<file path="config.mk">
export PLATFORM = sky130hd
export DESIGN_NAME = exp_datapath_flat
export DESIGN_NICKNAME = d
export VERILOG_FILES = /design/src/rtl/exp_pkg.sv /design/src/rtl/exp_datapath_if.sv /design/src/rtl/exp_coef_rom.sv /design/src/rtl/exp_datapath.sv /design/src/flat_wrapper.sv
export SDC_FILE = /design/constraint.sdc
export NUM_CORES = 1
export LEC_CHECK = 0
export CORE_MARGIN = 4
export CORE_UTILIZATION = 42
export DETAILED_ROUTE_END_ITERATION = 6
export PLACE_DENSITY = 0.61
export SLEW_MARGIN = 20
export SYNTH_ARGS = -nofsm -noshare
export SYNTH_HDL_FRONTEND = slang
export SYNTH_SLANG_ARGS = --single-unit
</file>
<file path="constraint.sdc">
create_clock -name clk -period 9.7 [get_ports clk]
set_input_delay 1.455 -clock clk [delete_from_list [all_inputs] [get_ports clk]]
set_output_delay 1.455 -clock clk [all_outputs]
set_load 0.05 [all_outputs]
</file>
<file path="src/rtl/exp_pkg.sv">
// Shared definitions for the exponential unit (datapath and controller).
// Q2.14 constants, reciprocal coefficients and controller state codes.
package exp_pkg;

  localparam int DATA_W  = 16;
  localparam int FRAC_W  = 14;
  localparam int N_TERMS = 5;

  localparam logic [15:0] ONE = 16'h4000;

  typedef enum logic [2:0] {
    ST_IDLE,
    ST_INIT,
    ST_MUL,
    ST_ADD,
    ST_LD,
    ST_DONE
  } exp_state_e;

  // 1/(k+1) in Q2.14, rounded to nearest
  function automatic logic [15:0] coef_q14(
    input logic [2:0] k
  );
    logic [15:0] c;
    case (k)
      3'd0:    c = 16'd16384;
      3'd1:    c = 16'd8192;
      3'd2:    c = 16'd5461;
      3'd3:    c = 16'd4096;
      3'd4:    c = 16'd3277;
      3'd5:    c = 16'd2731;
      3'd6:    c = 16'd2341;
      default: c = 16'd2048;
    endcase
    return c;
  endfunction

endpackage

</file>
<file path="src/rtl/exp_datapath_if.sv">
// Strobe/operand bundle between the exponential controller and datapath.
// The controller is the master; the datapath is the slave.
interface exp_datapath_if
  import exp_pkg::*;
#(
  parameter int DW = DATA_W
);

  logic          ldX;
  logic          ldTmp;
  logic          selTmp;
  logic [DW-1:0] x_in;
  logic          done;
  logic [DW-1:0] result;

  modport master (
    output ldX, ldTmp, selTmp, x_in,
    input  done, result
  );

  modport slave (
    input  ldX, ldTmp, selTmp, x_in,
    output done, result
  );

endinterface

</file>
<file path="src/rtl/exp_coef_rom.sv">
// Reciprocal coefficient lookup; index clamped to the last series term.
module exp_coef_rom
  import exp_pkg::*;
#(
  parameter int DW = DATA_W,
  parameter int NT = N_TERMS
) (
  input  logic [2:0]    idx,
  output logic [DW-1:0] coef
);

  localparam logic [2:0] IDX_MAX = 3'(NT - 2);

  logic [2:0] idx_c;

  always_comb begin
    idx_c = (idx > IDX_MAX) ? IDX_MAX : idx;
    coef  = DW'(coef_q14(idx_c));
  end

endmodule

</file>
<file path="src/rtl/exp_datapath.sv">
// e^x Taylor-series datapath: term/acc registers plus a free-running
// two-stage product pipeline feeding the next term.
module exp_datapath
  import exp_pkg::*;
#(
  parameter int DW = DATA_W,
  parameter int FW = FRAC_W,
  parameter int NT = N_TERMS
) (
  input  logic           clk,
  input  logic           rst,
  exp_datapath_if.slave  bus
);

  localparam logic [DW-1:0] ONE_L   = DW'(1) << FW;
  localparam logic [2:0]    CNT_MAX = 3'(NT - 1);
  localparam logic [2:0]    CNT_FIN = 3'(NT - 2);

  logic [DW-1:0] x_q, x_d;
  logic [DW-1:0] tmp_q, tmp_d;
  logic [DW-1:0] acc_q, acc_d;
  logic [DW-1:0] p1_q, p1_d;
  logic [DW-1:0] p2_q, p2_d;
  logic [2:0]    cnt_q, cnt_d;

  logic [DW-1:0]   coef;
  logic [2*DW-1:0] m1, m2;
  logic [DW:0]     sum;
  logic [DW-1:0]   sum_sat;

  exp_coef_rom #(
    .DW (DW),
    .NT (NT)
  ) u_rom (
    .idx  (cnt_q),
    .coef (coef)
  );

  always_comb begin
    m1      = (2*DW)'(tmp_q) * (2*DW)'(x_q);
    m2      = (2*DW)'(p1_q) * (2*DW)'(coef);
    p1_d    = DW'(m1 >> FW);
    p2_d    = DW'(m2 >> FW);
    sum     = {1'b0, acc_q} + {1'b0, p2_q};
    sum_sat = sum[DW] ? '1 : sum[DW-1:0];

    x_d   = bus.ldX ? bus.x_in : x_q;
    tmp_d = tmp_q;
    acc_d = acc_q;
    cnt_d = cnt_q;
    if (bus.ldTmp) begin
      if (bus.selTmp) begin
        tmp_d = ONE_L;
        acc_d = ONE_L;
        cnt_d = '0;
      end else begin
        tmp_d = p2_q;
        acc_d = sum_sat;
        // count sticks once the last term is in
        cnt_d = (cnt_q == CNT_MAX) ? cnt_q : cnt_q + 3'd1;
      end
    end
  end

  always_ff @(posedge clk or posedge rst) begin
    if (rst) begin
      x_q   <= '0;
      tmp_q <= '0;
      acc_q <= '0;
      cnt_q <= '0;
      p1_q  <= '0;
      p2_q  <= '0;
    end else begin
      x_q   <= x_d;
      tmp_q <= tmp_d;
      acc_q <= acc_d;
      cnt_q <= cnt_d;
      p1_q  <= p1_d;
      p2_q  <= p2_d;
    end
  end

  assign bus.done   = (cnt_q == CNT_FIN);
  assign bus.result = acc_q;

endmodule

</file>
<file path="src/flat_wrapper.sv">
// flat-port wrapper written by rule: the top's interface ports become plain ports
module exp_datapath_flat import exp_pkg::*;
#(
  parameter int DW = DATA_W,
  parameter int FW = FRAC_W,
  parameter int NT = N_TERMS
)
  (clk, rst, bus_ldX, bus_ldTmp, bus_selTmp, bus_x_in, bus_done, bus_result);
  exp_datapath_if #(.DW(DW)) bus_i ();
  input  logic clk;
  input  logic rst;
  input wire logic [$bits(bus_i.ldX)-1:0] bus_ldX;
  input wire logic [$bits(bus_i.ldTmp)-1:0] bus_ldTmp;
  input wire logic [$bits(bus_i.selTmp)-1:0] bus_selTmp;
  input wire logic [$bits(bus_i.x_in)-1:0] bus_x_in;
  output wire logic [$bits(bus_i.done)-1:0] bus_done;
  output wire logic [$bits(bus_i.result)-1:0] bus_result;
  assign bus_i.ldX = bus_ldX;
  assign bus_i.ldTmp = bus_ldTmp;
  assign bus_i.selTmp = bus_selTmp;
  assign bus_i.x_in = bus_x_in;
  assign bus_done = bus_i.done;
  assign bus_result = bus_i.result;
  exp_datapath #(.DW(DW), .FW(FW), .NT(NT)) u_core (.clk(clk), .rst(rst), .bus(bus_i));
endmodule
</file>
## Word level (Yosys, flattened, before mapping)

Cells that the tools add are included.

| word-level totals | value |
|---|---|
| flip-flop bits (word level) | 83 |
| output and inout bits | 17 |
| word-level logic and storage cells | 29 |

| cells by class | value |
|---|---|
| add/sub/neg operators | 2 |
| $mul | 2 |
| $lt $le $gt $ge | 1 |
| eq/ne operators | 9 |
| mux-type cells | 7 |
| reduce and logical (&&, ||, !) cells | 2 |

Operators with widths:

| kind | number |
|---|---|
| one-hot mux 15 bit (7 select lines) | 1 |
| two-way mux 16 bit | 3 |
| multiplier 16 x 15 -> 30 bit | 1 |
| multiplier 16 x 16 -> 30 bit | 1 |
| adder 16 x 16 -> 17 bit | 1 |
| == test 3 bit, second input constant | 4 |
| == test 3 x 2 -> 1 bit, second input constant | 3 |
| two-way mux 3 bit | 3 |
| adder 3 x 1 -> 3 bit, second input constant | 1 |
| == test 3 x 1 -> 1 bit, second input constant | 1 |
| greater-than comparator 3 x 2 -> 1 bit, second input constant | 1 |
| zero test 3 bit | 1 |
| inequality test 2 bit, second input constant | 1 |
| AND reduction 2 bit | 1 |

## Longest topological paths before layout

Gate-level depths: netlist of the first run.

| logic depth | value |
|---|---|
| depth in word-level cells | 5 |
| mapped depth | 26 |
| gate-level depth less buffers | 25 |

## Cells and area by module

Synthesis of the first run repeated with hierarchy kept, for this count alone.

| second synthesis, totals | value |
|---|---|
| cells, all modules | 2,100 |
| area, all modules | 19,326.0 um^2 |

By module, submodules not included:

| module | times used | cells each | area each (um^2) | sequential area each (um^2) |
|---|---|---|---|---|
| exp_datapath | 1 | 2,082 | 19,200.9 | 2,077.0 |
| exp_coef_rom | 1 | 18 | 125.1 | 0.0 |

## Worst setup path after synthesis of the first run

OpenSTA, ideal clock, no wires.

| timing | value |
|---|---|
| path kind | register -> register |
| from | register u_core.cnt_q[0] |
| to | register u_core.p2_q[8] |
| arrival | 6,309 ps |
| required time | 9,577 ps |
| slack | 3,268 ps |
| stages on the path, launching flop included | 23 |
| clock period less this slack | 6,432 ps |
| cells stage by stage | dfrtp_1 -> ha_1 -> ha_1 -> o21ai_0 -> a21oi_1 -> clkbuf_1 -> and2_1 -> fa_1 -> fa_1 -> fa_1 -> fa_1 -> fa_1 -> inv_1 -> fa_1 -> inv_1 -> ha_1 -> a21oi_1 -> o211ai_1 -> nor3_1 -> a21oi_1 -> and2_1 -> or2_2 -> xor2_1 |

| between the ends | value |
|---|---|
| word-level cells in the longest chain between the ends | 5 |
| elaborated cells between the ends (all ways) | 11 |
| those cells by class | 1 x mul; 1 x order compare; 6 x eq/ne; 2 x mux; 1 x reduce/logical |

Ends and longest elaborated chain:

| what | RTL line | source |
|---|---|---|
| start: declaration | exp_datapath.sv:24 | `logic [2:0] cnt_q, cnt_d;` |
| start signal: assignment | exp_datapath.sv:77 | `cnt_q <= cnt_d;` |
| greater-than comparator 3 x 2 -> 1 bit | exp_coef_rom.sv:17 | `idx_c = (idx > IDX_MAX) ? IDX_MAX : idx;` |
| two-way mux 3 bit * | exp_coef_rom.sv:17 |  |
| == test 3 bit, or another cell as far along | exp_pkg.sv:25 | `case (k)` |
| one-hot mux 15 bit (7 select lines) * | exp_pkg.sv:25 |  |
| multiplier 16 x 15 -> 30 bit * | exp_datapath.sv:41 | `m2 = (2*DW)'(p1_q) * (2*DW)'(coef);` |
| net u_core.m2[22] | exp_datapath.sv:27 | `logic [2*DW-1:0] m1, m2;` |
| end signal: assignment | exp_datapath.sv:79 | `p2_q <= p2_d;` |
| end: declaration | exp_datapath.sv:23 | `logic [DW-1:0] p2_q, p2_d;` |

Mark *: on every way through the listed nets, which the timed path passes. The rest lies on a longest branch.
A chain may end at the register's enable or synchronous reset.

## Final worst setup path of the first run

| timing | value |
|---|---|
| from | register u_core.cnt_q[1] |
| to | register u_core.p2_q[8] |

The elaborated chain is that of the path after synthesis.

==> results of run 1 <==
-- state kept, by name, indices dropped and copies added (netlist names) --
name               cells
u_core.x_q            16
u_core.bus.result     16
u_core.tmp_q          16
u_core.cnt_q           3
u_core.p2_q           16
u_core.p1_q           16
-- worst max-delay path: cells and delay by family (launching register included) --
kind	cells	cell delay, ns
buffers and inverters	6	0.71
xor gates and xnor gates	1	0.14
AOI/OAI and AO/OA	3	0.50
and+or+nand+nor	5	1.77
DFF	1	0.40
adders and majority gates	7	3.28
-- stage by stage --
step | utilization [%] | hold WS (ns) | worst slack, ns
6_report | 46.5 | 0.499 | 2.79
3_5_place_dp | 45.7 | 0.489 | 2.77
2_1_floorplan | - | 0.454 | 3.27
5_1_grt | 46.5 | 0.531 | 2.28
4_1_cts | 46.4 | 0.505 | 2.76
3_3_place_gp | 45.7 | 0.501 | 2.93
-- layer usage --
layer  GRT usage, %  vias up
li1               -     5815
met1           25.1     6496
met2           32.8      203
met3           1.94       45
met4           2.92        0
met5              0        -
-- placed cells by master, fill, tap and decap left out, drive strengths merged, types with 4 or more instances in the layout --
| master | n |
|---|---|
| ha | 197 |
| o2111ai | 4 |
| nor2 | 31 |
| o21ai | 53 |
| clkbuf | 9 |
| a21o | 10 |
| fa | 371 |
| nand3 | 12 |
| inv | 522 |
| nand2 | 254 |
| nand2b | 4 |
| nor3 | 16 |
| buf | 10 |
| mux2 | 16 |
| o21bai | 4 |
| a31oi | 17 |
| nor2b | 7 |
| dfrtp | 83 |
| nand4 | 4 |
| o21a | 5 |
| xnor2 | 32 |
| xor2 | 17 |
| and2 | 129 |
| conb | 95 |
| a211oi | 6 |
| clkdlybuf4s50 | 36 |
| a21oi | 37 |
-- layout make-up --
| cell class | instances | area [µm²] |
|---|---|---|
| multi-input cells | 1359 | 14200 |
| repair buffers | 46 | 453 |
| inverters | 518 | 1950 |
| well taps | 539 | 674 |
| fillers | 4063 | 22600 |
| flip-flops and latches | 83 | 2080 |
| clock inverters | 7 | 67.6 |
| clock buffers | 9 | 225 |
-- final timing paths --
path	endpoint	slack, ns	cells after the start
worst min-delay path	u_core.tmp_q[6]	0.50	2
worst min register to register	u_core.tmp_q[6]	0.50	2
worst max register to register	u_core.p2_q[8]	2.79	22
max in group asynchronous	u_core.x_q[10]	7.53	4
worst max-delay path	u_core.p2_q[8]	2.79	22
min in group asynchronous	u_core.x_q[8]	1.30	2
-- kinds of logic after synthesis --
logic type,Yosys count
buffers and inverters,576
adder cells (fa/ha/maj),568
XOR/XNOR,49
other,2
AND/OR/NAND/NOR,467
multiplexers,19
flip-flops,83
AO/OA/AOI/OAI,161
==> impl_metrics.yaml, run 1 <==
layout:
  synthToLayoutAreaGrowth_pct: 8.64
  nNetsFinal: 2606
  design_area_um2: 19600
  n_antenna_cell: 0
  final_cells: 2561
  drive_above_1_share_pct: 3.02
setup_path:
  crit_top_cell: "fa_1"
  arrival_ns: 7.16
  timing.rr.start: "u_core.cnt_q[1]"
  crit_start: "u_core.cnt_q[1]"
  critPathRequiredTime_ns: 9.94
  startpoint_type: "flop"
  crit_path_end_kind: "flop"
  max_stage_delay_ns: 0.82
  cp_slowest_cell: "nor3_2"
  cp_max_fo: 19
  crit_type: "flop to flop"
  crit_chain: "inv_1, nor3_2, buf_4, and2_1, inv_1, fa_1, fa_1, inv_1, fa_1, fa_1, fa_1, inv_1, fa_1, inv_1, ha_1, a21oi_1, o211ai_1, nor3_1, a21oi_1, and2_1, or2_2, xor2_1"
timing:
  skew_ns: 0.0137
  drv_slew: 0
  rsz0062_at_grt: "false"
  tightest_slew_ns: 1.03
  tns_ns: 0
  finalHoldViolations: 0
  fmax_ghz: 0.145
  setup_viol_count_final: 0
  fin_crit_sh_pct: 71.3
  relSlewSlack_pct: 30.9
  fin_crit_ns: 6.91
detailed_routing:
  wl_per_cell_um: 15.8
  vias_per_cell: 4.90
  m1WireLength_um: 18100
  route.met3.wl_um: 1170
  met2_length_um: 20700
  first_pass_iters: 5
  ant_nets: 0
  drc: 0
  totalWireLength_um: 40500
  vias: 12559
  top_layer: "met4"
  drt_iter0_markers: 636
run:
  cap_violations: 0
clock_tree:
  htreeDepth: 3
  post_cts.repair.setup_buffers: 0
  cts_resized: 0
  cts.hold.buffers_added: 0
  clk_pin_slew_ns: 0.07
  cts_tree: "built"
  clock_sinks: 83
  clock_path_buffers: 2
  cts_made_buffers: 9
  cts_root_buf: "clkbuf_16"
  clk_latency_ns: 0.37
placed_design:
  dp_cells: 2544
  placed_area_um2: 19300
  portBuffers: 37
  dpl.hpwl_um: 33600
  globalplace.congestion: 0.851
floorplan:
  num_rows: 75
  die_w_um: 215
  die_h_um: 215
  dieArea_um2: 46400
  start_util_pct: 42.8
  coreArea_um2: 42200
  ios: 38
worst_hold_path:
  hp-start: "u_core.p2_q[6]"
  hp-class: "flop to flop"
global_route:
  overflow: 0
  grt_pass1_vias: 13873
  grt_pass1_wl_um: 69500
  grtUsageTotal_pct: 18.5
  grt_max_degree: 77
  antenna_found_initial: 1
logic_synthesis:
  syn_avg_cell_area_um2: 9.38
  ys_seq_elements: 83
  synth_mux_area_share_pct: 1.16
  synth_cell_types: 59
  synth_fa_ha_area_share_pct: 54.8
  post_synth_and_or_nand_nor_area_fraction_pct: 12.1
  synth.area.top_cells: "fa_1, ha_1, dfrtp_1, inv_1, nand2_1"
  synth_xor_xnor_area_share_pct: 2.38
  synth_common_cells: "inv_1, fa_1, nand2_1"
  synth-compound-area-share_pct: 6.06
  synth-edff-count: 0
  async_flop_share_pct: 100
  synth_top_area_share_pct: 41.1
  synthCells: 1925
  syn_area_um2: 18100
  synth_top_family_by_area: "adder cells"
  yosys_warnings: 0
  synth_top_area_cell: "fa_1"
  synthFlopType: "dfrtp_1"
  yosysMostFrequentCell: "inv_1"
  ys_seq_area_share_pct: 11.5
status:
  outcome: "completed"
Power of run 1 is not shown: default switching activity piles up to over one toggle a cycle in this logic, so the estimate is an artifact.
==> run 2, diff against run 1 <==
clock period = 6.7 ns   (was 9.7 ns; I/O delays follow)
==> run 2 against run 1 <==
Against the previous run: flip-flop and latch count unchanged; die area unchanged; critical endpoint is now u_core.p1_q[14]; cell area up 0.86%.
==> impl_metrics.yaml, run 2 (synthesis gave the netlist of run 1 again) <==
status:
  outcome: "completed"
worst_hold_path:
  hp-class: "flop to flop"
  min_to: "u_core.tmp_q[6]"
  hp-start: "u_core.p2_q[6]"
  hold_depth: 2
placed_design:
  dpl.hpwl_um: 34700
  globalplace.congestion: 0.863
  portBuffers: 37
  dp_cells: 2565
setup_path:
  cp_slowest_cell: "dfrtp_1"
  r2r_end: "u_core.p1_q[14]"
  r2r_cells: 21
  crit_path_end_kind: "flop"
  crit_top_cell: "fa_1"
  reg2reg_setup_slack_ns: 0.46
  startpoint_type: "flop"
  crit_chain: "nand2_1, fa_1, inv_1, fa_1, inv_1, fa_1, inv_1, fa_1, inv_1, fa_1, inv_1, fa_1, ha_1, o211ai_1, a21oi_2, nand3_2, a31oi_4, o21ai_2, a21oi_2, nor2_1, a311o_1"
  cp_max_fo: 17
  crit_type: "flop to flop"
  timing.rr.start: "u_core.tmp_q[7]"
  max_stage_delay_ns: 0.80
  arrival_ns: 6.48
  critPathRequiredTime_ns: 6.94
detailed_routing:
  ant_nets: 0
  totalWireLength_um: 40400
  drc: 0
  drt_iter0_markers: 558
  first_pass_iters: 5
  vias: 12544
  wl_per_cell_um: 15.7
  vias_per_cell: 4.86
floorplan:
  die_h_um: 215
  ios: 38
  num_rows: 75
  start_util_pct: 42.8
  coreArea_um2: 42200
  die_w_um: 215
  dieArea_um2: 46400
layout:
  fillers: 4103
  final_cells: 2583
  n_antenna_cell: 0
  regArea_um2: 2080
  layout_common_cells: "inv_1, fa_1, nand2_1"
  final_common_cell: "inv_1"
  drive_above_1_share_pct: 4.11
  multi_input_area_um2: 14200
  nNetsFinal: 2628
  synthToLayoutAreaGrowth_pct: 9.57
timing:
  fin_crit_ns: 6.24
  tightest_slew_ns: 1.13
  fin_crit_sh_pct: 93.2
  fmax_ghz: 0.160
  relSlewSlack_pct: 24.4
  finalHoldViolations: 0
  setup_viol_count_final: 0
  skew_ns: 0.00673
  fin_hold_ws_ns: 0.501
  rsz0062_at_grt: "false"
  drv_slew: 0
global_route:
  grt_max_degree: 72
  antenna_found_initial: 0
  grtUsageTotal_pct: 18.6
  grt_pass1_vias: 14037
  overflow: 0
  grt_pass1_wl_um: 69900
clock_tree:
  clock_sinks: 83
  clk_latency_ns: 0.36
  cts_made_buffers: 9
  htreeDepth: 3
  cts_tree: "built"
  cts_root_buf: "clkbuf_16"
  clk_pin_slew_ns: 0.07
  clock_path_buffers: 2
run:
  cap_violations: 0
## run 2: cell count changes in the layout (fill, tap and decap cells not counted), sizes merged
cell and change:
inv -1, clkinv +1, buf +22
## run 2: area by class of cell
type                       instances  share of cell area, %
clock buffer                       9                   1.14
clock inverter                     7                  0.341
inverter                         518                   9.83
multi-input combinational       1359                   71.7
sequential                        83                   10.5
tap                              539                   3.41
timing repair buffer              68                   3.09
## run 2: per-stage QoR
stage	setup WS [ns]	cell area (µm²)	TNS [ns]	util, %
after floorplan	0.268	18400	0	-
after global placement	0.208	19500	0	46.1
after detailed placement	-0.0288	19500	-0.0395	46.1
final	0.458	19800	0	46.9
after global routing	0.00754	19800	0	46.9
after CTS	0.321	19800	0	46.8
## run 2: how the worst max path moves through the flow
| stage | from | to | slack, ns |
|---|---|---|---|
| after CTS | u_core.cnt_q[0] | u_core.p2_q[11] | 0.32 |
| after floorplan | u_core.cnt_q[0] | u_core.p2_q[8] | 0.27 |
| after global routing | u_core.cnt_q[1] | u_core.p2_q[11] | 0.008 |
| after global placement | u_core.cnt_q[0] | u_core.p2_q[8] | 0.21 |
| final | u_core.tmp_q[7] | u_core.p1_q[14] | 0.46 |
| after detailed placement | u_core.cnt_q[0] | u_core.p2_q[11] | -0.03 |
## run 2: timing repair
| action | 4_1_cts | 5_1_grt |
|---|---|---|
| buffers inserted | 0 | 2 |
| endpoints found under the setup margin | 6 | 9 |
| gates cloned | 0 | 0 |
| resized for setup | 1 | 3 |
| hold buffers | 0 | 0 |
## run 2: critical path, delay by kind of cell, from the launching register on
| family | cells | cell delay (ns) |
|---|---|---|
| fa+ha+maj | 7 | 3.29 |
| compound gates | 6 | 1.36 |
| flops | 1 | 0.80 |
| simple gates | 3 | 0.41 |
| buf+inv | 5 | 0.25 |
## run 2: per-layer routing
metal / up-vias / GRT usage, % / share of wire, %
met5: - / 0 / 0
met4: 0 / 3.67 / 1.6
met3: 35 / 2.26 / 3.8
met2: 228 / 31.6 / 49
met1: 6429 / 26.0 / 46
li1: 5852 / - / -
Power of run 2 is left out for the same reason.
